$ cat config.mk
export PLATFORM = sky130hd
export DESIGN_NAME = pipeline_hazard_ctrl
export DESIGN_NICKNAME = d
export VERILOG_FILES = /design/src/rtl/pipeline_hazard_ctrl.sv
export SDC_FILE = /design/constraint.sdc
export NUM_CORES = 1
export LEC_CHECK = 0
export ABC_AREA = 0
export CAP_MARGIN = 20
export CELL_PAD_IN_SITES_DETAIL_PLACEMENT = 0
export CELL_PAD_IN_SITES_GLOBAL_PLACEMENT = 1
export CORE_ASPECT_RATIO = 0.7
export CORE_MARGIN = 3
export CORE_UTILIZATION = 38
export CTS_CLUSTER_DIAMETER = 50
export DETAILED_ROUTE_END_ITERATION = 10
export PLACE_DENSITY = 0.82
export SYNTH_ARGS = -nofsm -noshare
export SYNTH_HDL_FRONTEND = slang
export SYNTH_SLANG_ARGS = --single-unit
$ cat constraint.sdc
create_clock -name clk -period 3.8 [get_ports clk]
set_input_delay 0.95 -clock clk [delete_from_list [all_inputs] [get_ports clk]]
set_output_delay 0.95 -clock clk [all_outputs]
set_load 0.1 [all_outputs]
$ cat src/rtl/pipeline_hazard_ctrl.sv
// rtl/pipeline_hazard_ctrl.sv - RAW/branch hazard controller for a 4-stage pipeline
// Optional operand forwarding is enabled by defining FORWARDING_EN.
module pipeline_hazard_ctrl #(
    parameter int REG_AW   = 5,
    parameter int STALL_CW = 16
) (
    input  logic                clk,
    input  logic                rst,
    input  logic                dof_valid,
    input  logic [REG_AW-1:0]   dof_da,
    input  logic [REG_AW-1:0]   dof_aa,
    input  logic [REG_AW-1:0]   dof_ba,
    input  logic                dof_rw,
    input  logic [1:0]          dof_md,
    input  logic                dof_ma,
    input  logic                dof_mb,
    input  logic                ex_br_taken,
    output logic                stall,
    output logic                ex_bubble,
    output logic                flush,
    output logic [1:0]          fwd_a_sel,
    output logic [1:0]          fwd_b_sel,
    output logic [STALL_CW-1:0] stall_cnt
);

    logic                r_ex_v;
    logic [REG_AW-1:0]   r_ex_da;
    logic                r_ex_rw;
    logic                r_ex_ld;
    logic                r_wb_v;
    logic [REG_AW-1:0]   r_wb_da;
    logic                r_wb_rw;
    logic [STALL_CW-1:0] r_stall_cnt;

    logic w_a_used;
    logic w_b_used;
    logic w_a_ex;
    logic w_a_wb;
    logic w_b_ex;
    logic w_b_wb;
    logic w_raw;
    logic w_flush;
    logic w_stall;
    logic w_bubble;

    // R0 is hardwired, so a zero source address never creates a dependency
    assign w_a_used = dof_valid & ~dof_ma & (dof_aa != '0);
    assign w_b_used = dof_valid & ~dof_mb & (dof_ba != '0);

    assign w_a_ex = r_ex_v & r_ex_rw & (r_ex_da == dof_aa);
    assign w_a_wb = r_wb_v & r_wb_rw & (r_wb_da == dof_aa);
    assign w_b_ex = r_ex_v & r_ex_rw & (r_ex_da == dof_ba);
    assign w_b_wb = r_wb_v & r_wb_rw & (r_wb_da == dof_ba);

`ifdef FORWARDING_EN
    // Only a load in EX cannot be bypassed; its data arrives from WB one cycle later
    assign w_raw = (w_a_used & w_a_ex & r_ex_ld) | (w_b_used & w_b_ex & r_ex_ld);

    always_comb begin
        fwd_a_sel = 2'b00;
        fwd_b_sel = 2'b00;
        if (w_a_used & w_a_ex & ~r_ex_ld)
            fwd_a_sel = 2'b01;
        else if (w_a_used & w_a_wb)
            fwd_a_sel = 2'b10;
        if (w_b_used & w_b_ex & ~r_ex_ld)
            fwd_b_sel = 2'b01;
        else if (w_b_used & w_b_wb)
            fwd_b_sel = 2'b10;
    end
`else
    logic w_unused_ld;
    assign w_unused_ld = r_ex_ld;
    assign w_raw = (w_a_used & (w_a_ex | w_a_wb)) | (w_b_used & (w_b_ex | w_b_wb));
    assign fwd_a_sel = 2'b00;
    assign fwd_b_sel = 2'b00;
`endif

    // A taken branch squashes DOF, so a stall on the squashed instruction is moot
    assign w_flush  = ex_br_taken & ~rst;
    assign w_stall  = w_raw & ~w_flush;
    assign w_bubble = w_flush | w_stall;

    assign flush     = w_flush;
    assign stall     = w_stall;
    assign ex_bubble = w_bubble;
    assign stall_cnt = r_stall_cnt;

    always_ff @(posedge clk or posedge rst) begin
        if (rst) begin
            r_ex_v      <= 1'b0;
            r_ex_da     <= '0;
            r_ex_rw     <= 1'b0;
            r_ex_ld     <= 1'b0;
            r_wb_v      <= 1'b0;
            r_wb_da     <= '0;
            r_wb_rw     <= 1'b0;
            r_stall_cnt <= '0;
        end else begin
            if (w_bubble) begin
                r_ex_v  <= 1'b0;
                r_ex_da <= '0;
                r_ex_rw <= 1'b0;
                r_ex_ld <= 1'b0;
            end else begin
                r_ex_v  <= dof_valid;
                r_ex_da <= dof_da;
                r_ex_rw <= dof_rw;
                r_ex_ld <= (dof_md == 2'b01);
            end
            r_wb_v  <= r_ex_v;
            r_wb_da <= r_ex_da;
            r_wb_rw <= r_ex_rw;
            if (w_stall && (r_stall_cnt != '1))
                r_stall_cnt <= r_stall_cnt + 1'b1;
        end
    end

endmodule

==> impl_metrics.py, run 1 <==
metrics = {
    "critical_path": {
        "cpPeakStageDelay_ns": 0.55,
        "cp.depth": 7,
        "required_ns": 2.85,
        "criticalPathCategory": "in2out",
        "cp_max_fo": 3,
        "cp_cell_sequence": "clkdlybuf4s50_1 -> or4_1 -> o21ai_0 -> o22ai_2 -> nor2_2 -> inv_1 -> buf_12",
        "cp_top_family": "buffers and inverters",
        "r2r_cells": 7,
        "arrival_ns": 2.74,
        "cp-end-kind": "primary output",
        "critPathLaunchType": "input port",
        "critPathBufInv": 3,
        "slowest_stage": "or4_1",
    },
    "clock_network": {
        "clkTransAtPathRegs_ns": 0.06,
        "clk_latency_ns": 0.28,
        "cts-buffers-inserted": 5,
        "cts_setup_buffers": 0,
        "htreeDepth": 2,
        "clock_path_buffers": 2,
        "cts_tree": "built",
        "clock-sinks": 30,
        "postCtsHoldBufs": 0,
        "cts_root_buf": "clkbuf_8",
        "cts_resized": 0,
    },
    "floorplanning": {
        "core_um2": 3720,
        "core.rowCount": 18,
        "dieArea_um2": 4890,
        "die_w_um": 82.3,
        "start_util": 0.416,
        "io_pins": 47,
        "die_h_um": 59.4,
    },
    "sta": {
        "finClkSkew_ns": 0.00480,
        "finalCritPeriodShare": 0.972,
        "setup_slack_ns": 0.108,
        "worst_pin_slew_ns": 0.972,
        "finalWorstPathRequiredPeriod_ns": 3.69,
        "hold_viol": 0,
        "max_freq_mhz": 271,
        "maxSlewHeadroom": 0.350,
        "hold_slack_ns": 0.380,
        "fin_tns_setup_ns": 0,
        "setup_violations": 0,
        "slew_viol_final": 0,
    },
    "cells_and_area": {
        "fillers": 318,
        "multi_input_area_um2": 776,
        "layout-drive-gt1-share": 0.155,
        "final_area_um2": 2160,
        "final_cells": 244,
        "antennaDiodeCount": 0,
        "seqCellArea_um2": 751,
        "layout.nets": 218,
        "syn2layout_area_growth_pct": 39.7,
    },
    "synth": {
        "netlist_instances": 142,
        "ys_top_cells_by_count": "dfrtp_1 (30), xor2_1 (20), xnor2_1 (14), nand2_1 (9), nand3_1 (9)",
        "synth_area_per_cell_um2": 10.9,
        "ys_seq_elements": 30,
        "syn_area_um2": 1550,
        "yosys-top-cells-area": "dfrtp_1 (49%), xor2_1 (11%), xnor2_1 (7.9%), and2_1 (3.2%), nand3_1 (2.9%)",
        "yosysTopAreaCell": "dfrtp_1",
        "synth_cell_types": 31,
        "ys_seq_area_frac": 0.485,
        "synth_top_cell_area_share": 0.485,
        "synthArstFlopShare": 1.00,
        "ys_warn_count": 0,
        "synthFlopType": "dfrtp_1",
        "synth-edff-count": 0,
        "yosysMostFrequentCell": "dfrtp_1",
    },
    "detailed_routing": {
        "drt_wl_total_mm": 3.45,
        "drtIter0Drc": 76,
        "vias": 1220,
        "drc_errors": 0,
        "post_drt_wl_per_cell_um": 14.2,
        "ant_nets": 0,
        "vias_per_cell": 5.00,
        "dr.pass1.iters": 4,
    },
    "power_and_ir_drop": {
        "power.density_nw_per_um2": 348,
        "switchingPower_mw": 0.222,
        "p_int_mw": 0.530,
        "clockPowerShare": 0.352,
        "switching_share": 0.295,
        "ir_worst_vdd_uv": 315,
        "pwr-share-comb": 0.188,
        "p_leak_nw": 0.938,
        "seq_power_share": 0.460,
    },
    "global_routing": {
        "track_usage": 0.163,
        "antenna_found_initial": 0,
        "grt_pass1_wl_mm": 5.84,
        "grt_pass1_vias": 1227,
        "grt_overflow": 0,
        "grt_max_degree": 31,
    },
    "worst_hold_path": {
        "min-delay-path-class": "reg2reg",
        "min_path_cells": 0,
    },
    "run": {
        "drv_cap": 0,
    },
    "place": {
        "place_area_um2": 2040,
        "gp_congestion": 0.866,
        "pre_cts_slack_ns": 0.0872,
        "io_buffer_count": 40,
        "placed_cells": 236,
        "dp_hpwl_mm": 2.73,
    },
    "outcome": {
        "status": "finished clean",
    },
}
## cell usage in the layout (no fill, tap or decap), types with 2 or more instances in the layout
cell type	netlist	layout
clkbuf_8	0	6
nor2_1	6	6
xnor2_1	14	14
xor2_1	20	20
and2b_2	2	2
buf_12	0	2
conb_1	1	4
dfrtp_1	30	30
nor4_2	1	3
buf_4	4	7
inv_1	4	4
nand3_1	9	9
and2_1	8	8
clkdlybuf4s50_1	0	37
nand4_1	7	7
nand2_1	9	9
and3_1	7	7
## routing by layer
metal  routed length [um]  part of all wire  global-route usage  vias to the layer above
li1                     -                 -                   -                      583
met5                    0                 0                   0                        -
met3                  122             0.035              0.0365                        7
met1                 1830              0.53               0.246                      602
met2                 1450              0.42               0.224                       28
met4                   45             0.013              0.0640                        0
## metrics by stage
step           total power [mW]  utilization
2_1_floorplan             0.441            -
6_report                  0.753        0.582
4_1_cts                   0.760        0.575
3_3_place_gp              0.489        0.550
5_1_grt                   0.789        0.582
3_5_place_dp              0.491        0.550
## sequential cells by signal, indices dropped and copies added (netlist names)
register	cells
r_wb_v	1
r_ex_v	1
r_ex_rw	1
r_wb_da	5
stall_cnt	16
r_ex_da	5
r_wb_rw	1
## power groups by stage
stage               logic, mW  registers (mW)  clock network [mW]
floorplan              0.0678           0.373                   0
global placement        0.138           0.351                   0
detailed placement      0.139           0.352                   0
CTS                     0.140           0.346               0.274
global route            0.152           0.348               0.289
finish                  0.142           0.346               0.265
## area by class of cell
| type | count | area share |
|---|---|---|
| Multi-Input combinational cell | 106 | 0.359 |
| Timing Repair Buffer | 46 | 0.214 |
| Inverter | 4 | 0.00694 |
| Sequential cell | 30 | 0.347 |
| Clock inverter | 2 | 0.00579 |
| Clock buffer | 6 | 0.0382 |
| Tap cell | 50 | 0.0289 |
## cell families (layout without fill, tap and decap cells)
kind of cell,Yosys count,count (layout),share of synthesized area
buf+inv,9,58,0.0364
mux,2,2,0.0170
other cells,1,4,0.00242
flops,30,30,0.485
compound gates,8,8,0.0501
fa+ha+maj,1,1,0.00808
simple gates,57,57,0.209
xor+xnor,34,34,0.192
## worst paths after layout
kind | startpoint | to | slack [ns]
max | dof_ba[1] | ex_bubble | 0.11
min in group asynchronous | rst | stall_cnt[11] | 1.07
min | r_ex_rw | r_wb_rw | 0.38
min reg2reg | r_ex_rw | r_wb_rw | 0.38
max in group asynchronous | rst | stall_cnt[5] | 2.46
max reg2reg | r_ex_da[4] | stall_cnt[12] | 1.51
## worst reg2reg max path: stages, from the launching register on
cell,delay [ns]
dfrtp_1,0.43
xor2_1,0.17
nor4_2,0.33
a22oi_2,0.16
o32ai_4,0.36
buf_4,0.27
nand4_1,0.13
mux2_1,0.33
Note: power is estimated with default switching activity, not from simulation.
==> run 2: changes to the inputs <==
--- a/config.mk
+++ b/config.mk
@@ -9,8 +9,7 @@
 export CAP_MARGIN = 20
 export CELL_PAD_IN_SITES_DETAIL_PLACEMENT = 0
 export CELL_PAD_IN_SITES_GLOBAL_PLACEMENT = 1
-export CORE_ASPECT_RATIO = 0.7
-export CORE_MARGIN = 3
+export CORE_MARGIN = 2
 export CORE_UTILIZATION = 38
 export CTS_CLUSTER_DIAMETER = 50
 export DETAILED_ROUTE_END_ITERATION = 10
==> run 2 against run 1 <==
  * Global-route usage is 0.82 points higher
  * Clock-buffer cell count up 2
  * Final cell count decreased by 0.41%
==> impl_metrics.py, run 2 (same netlist as run 1, synthesis figures left out) <==
metrics = {
    "outcome": {
        "status": "finished clean",
    },
    "floorplanning": {
        "start_util": 0.390,
        "core.rowCount": 23,
        "die_w_um": 67.8,
        "die_h_um": 67.8,
        "core_um2": 3970,
        "dieArea_um2": 4600,
        "io_pins": 47,
    },
    "worst_hold_path": {
        "min_path_cells": 0,
        "min-delay-path-class": "reg2reg",
    },
    "power_and_ir_drop": {
        "seq_power_share": 0.441,
        "p_int_mw": 0.570,
        "p_leak_nw": 0.954,
        "ir_worst_vdd_uv": 195,
        "pwr-share-comb": 0.183,
        "power.density_nw_per_um2": 358,
        "clockPowerShare": 0.376,
        "switching_share": 0.272,
        "switchingPower_mw": 0.213,
    },
    "cells_and_area": {
        "syn2layout_area_growth_pct": 41.5,
        "final_cell_mix": "clkdlybuf4s50_1 (37), dfrtp_1 (30), xor2_1 (20), xnor2_1 (14)",
        "layout-drive-gt1-share": 0.140,
        "multi_input_area_um2": 763,
        "antennaDiodeCount": 0,
        "fillers": 361,
        "utilization": 0.551,
        "largest_reg_flops": 16,
        "seqCellArea_um2": 751,
        "final_common_cell": "clkdlybuf4s50_1",
        "final_area_um2": 2190,
        "layout.nets": 217,
    },
    "detailed_routing": {
        "vias": 1197,
        "vias_per_cell": 4.93,
        "dr.pass1.iters": 4,
        "ant_nets": 0,
        "drc_errors": 0,
        "drtIter0Drc": 44,
        "post_drt_wl_per_cell_um": 14.1,
        "drt_wl_total_mm": 3.43,
    },
    "sta": {
        "max_freq_mhz": 270,
        "slew_viol_final": 0,
        "worst_pin_slew_ns": 0.991,
        "setup_violations": 0,
        "maxSlewHeadroom": 0.337,
        "finalCritPeriodShare": 0.976,
        "fin_tns_setup_ns": 0,
        "finalWorstPathRequiredPeriod_ns": 3.71,
        "rsz0062_at_grt": "false",
        "finClkSkew_ns": 0.00428,
        "hold_viol": 0,
    },
    "clock_network": {
        "clkTransAtPathRegs_ns": 0.06,
        "cts-buffers-inserted": 5,
        "cts_root_buf": "clkbuf_8",
        "clk_latency_ns": 0.28,
        "clock_path_buffers": 2,
        "htreeDepth": 2,
        "clock-sinks": 30,
        "cts_tree": "built",
        "cts_setup_buffers": 0,
        "postCtsHoldBufs": 0,
    },
    "critical_path": {
        "criticalPathCategory": "in2out",
        "r2r_cells": 7,
        "slowest_stage": "or4_2",
        "cp_max_fo": 3,
        "cp-end-kind": "primary output",
        "arrival_ns": 2.76,
        "required_ns": 2.85,
        "cpPeakStageDelay_ns": 0.68,
        "critPathLaunchType": "input port",
        "cp_cell_sequence": "clkdlybuf4s50_1 -> or4_2 -> o21ai_2 -> o22ai_1 -> nor2_2 -> inv_1 -> buf_12",
    },
    "global_routing": {
        "grt_overflow": 0,
        "track_usage": 0.171,
        "antenna_found_initial": 0,
        "grt_max_degree": 31,
        "grt_pass1_wl_mm": 5.71,
        "grt_pass1_vias": 1250,
    },
    "place": {
        "gp_congestion": 0.767,
        "place_area_um2": 2040,
        "dp_hpwl_mm": 2.54,
        "io_buffer_count": 40,
    },
    "run": {
        "drv_cap": 0,
    },
}
-- run 2: cell types whose count changed in the layout (fill, tap and decap cells not counted), sizes merged --
cell and change:
buf -1, clkinv -1, clkinvlp -1, clkbuf +2
-- run 2: through the flow --
stage                     power (mW)  setup slack (ns)  cells  hold WS, ns
after floorplan                0.441             0.343    145        0.354
after global placement         0.487            0.0798    234        0.361
after detailed placement       0.490            0.0920    234        0.374
after CTS                      0.790            0.0794    242        0.388
after global routing           0.824            0.0110    243        0.397
final                          0.783            0.0917    243        0.388
-- run 2: repair_timing --
action,4_1_cts,5_1_grt
gates resized for setup,0,2
endpoints found under the hold margin,0,0
endpoints found under the setup margin,0,2
-- run 2: area by class of cell --
cell class / instances / area share
Multi-Input combinational cell: 106 / 0.349
Sequential cell: 30 / 0.343
Clock buffer: 8 / 0.0503
Tap cell: 50 / 0.0286
Timing Repair Buffer: 45 / 0.223
Inverter: 4 / 0.00686
-- run 2: routing by layer --
layer  vias up  part of all wire  track usage
li1        578                 -            -
met2        31              0.50        0.289
met3         5             0.058       0.0543
met5         -                 0            0
met1       583              0.43        0.203
met4         0             0.014       0.0675
-- run 2: worst max-delay path, delay by kind of cell --
| family | cells | cell delay (ns) |
|---|---|---|
| and+or+nand+nor | 2 | 0.83 |
| AOI/OAI and AO/OA | 2 | 0.25 |
| buffers and inverters | 3 | 0.72 |
-- run 2: worst paths after layout --
check | startpoint | end | slack, ns
worst min register to register | r_ex_rw | r_wb_rw | 0.39
worst min-delay path | r_ex_rw | r_wb_rw | 0.39
min in group asynchronous | rst | stall_cnt[0] | 1.03
max in group asynchronous | rst | r_wb_da[4] | 2.29
worst max-delay path | dof_aa[2] | ex_bubble | 0.09
worst max register to register | r_ex_da[4] | stall_cnt[12] | 1.50
-- run 2: power groups by stage --
stage               sequential [mW]  clock [mW]  combinational, mW
floorplan                     0.373           0             0.0678
global placement              0.350           0              0.137
detailed placement            0.351           0              0.139
CTS                           0.345       0.304              0.140
global route                  0.347       0.324              0.153
finish                        0.345       0.295              0.143
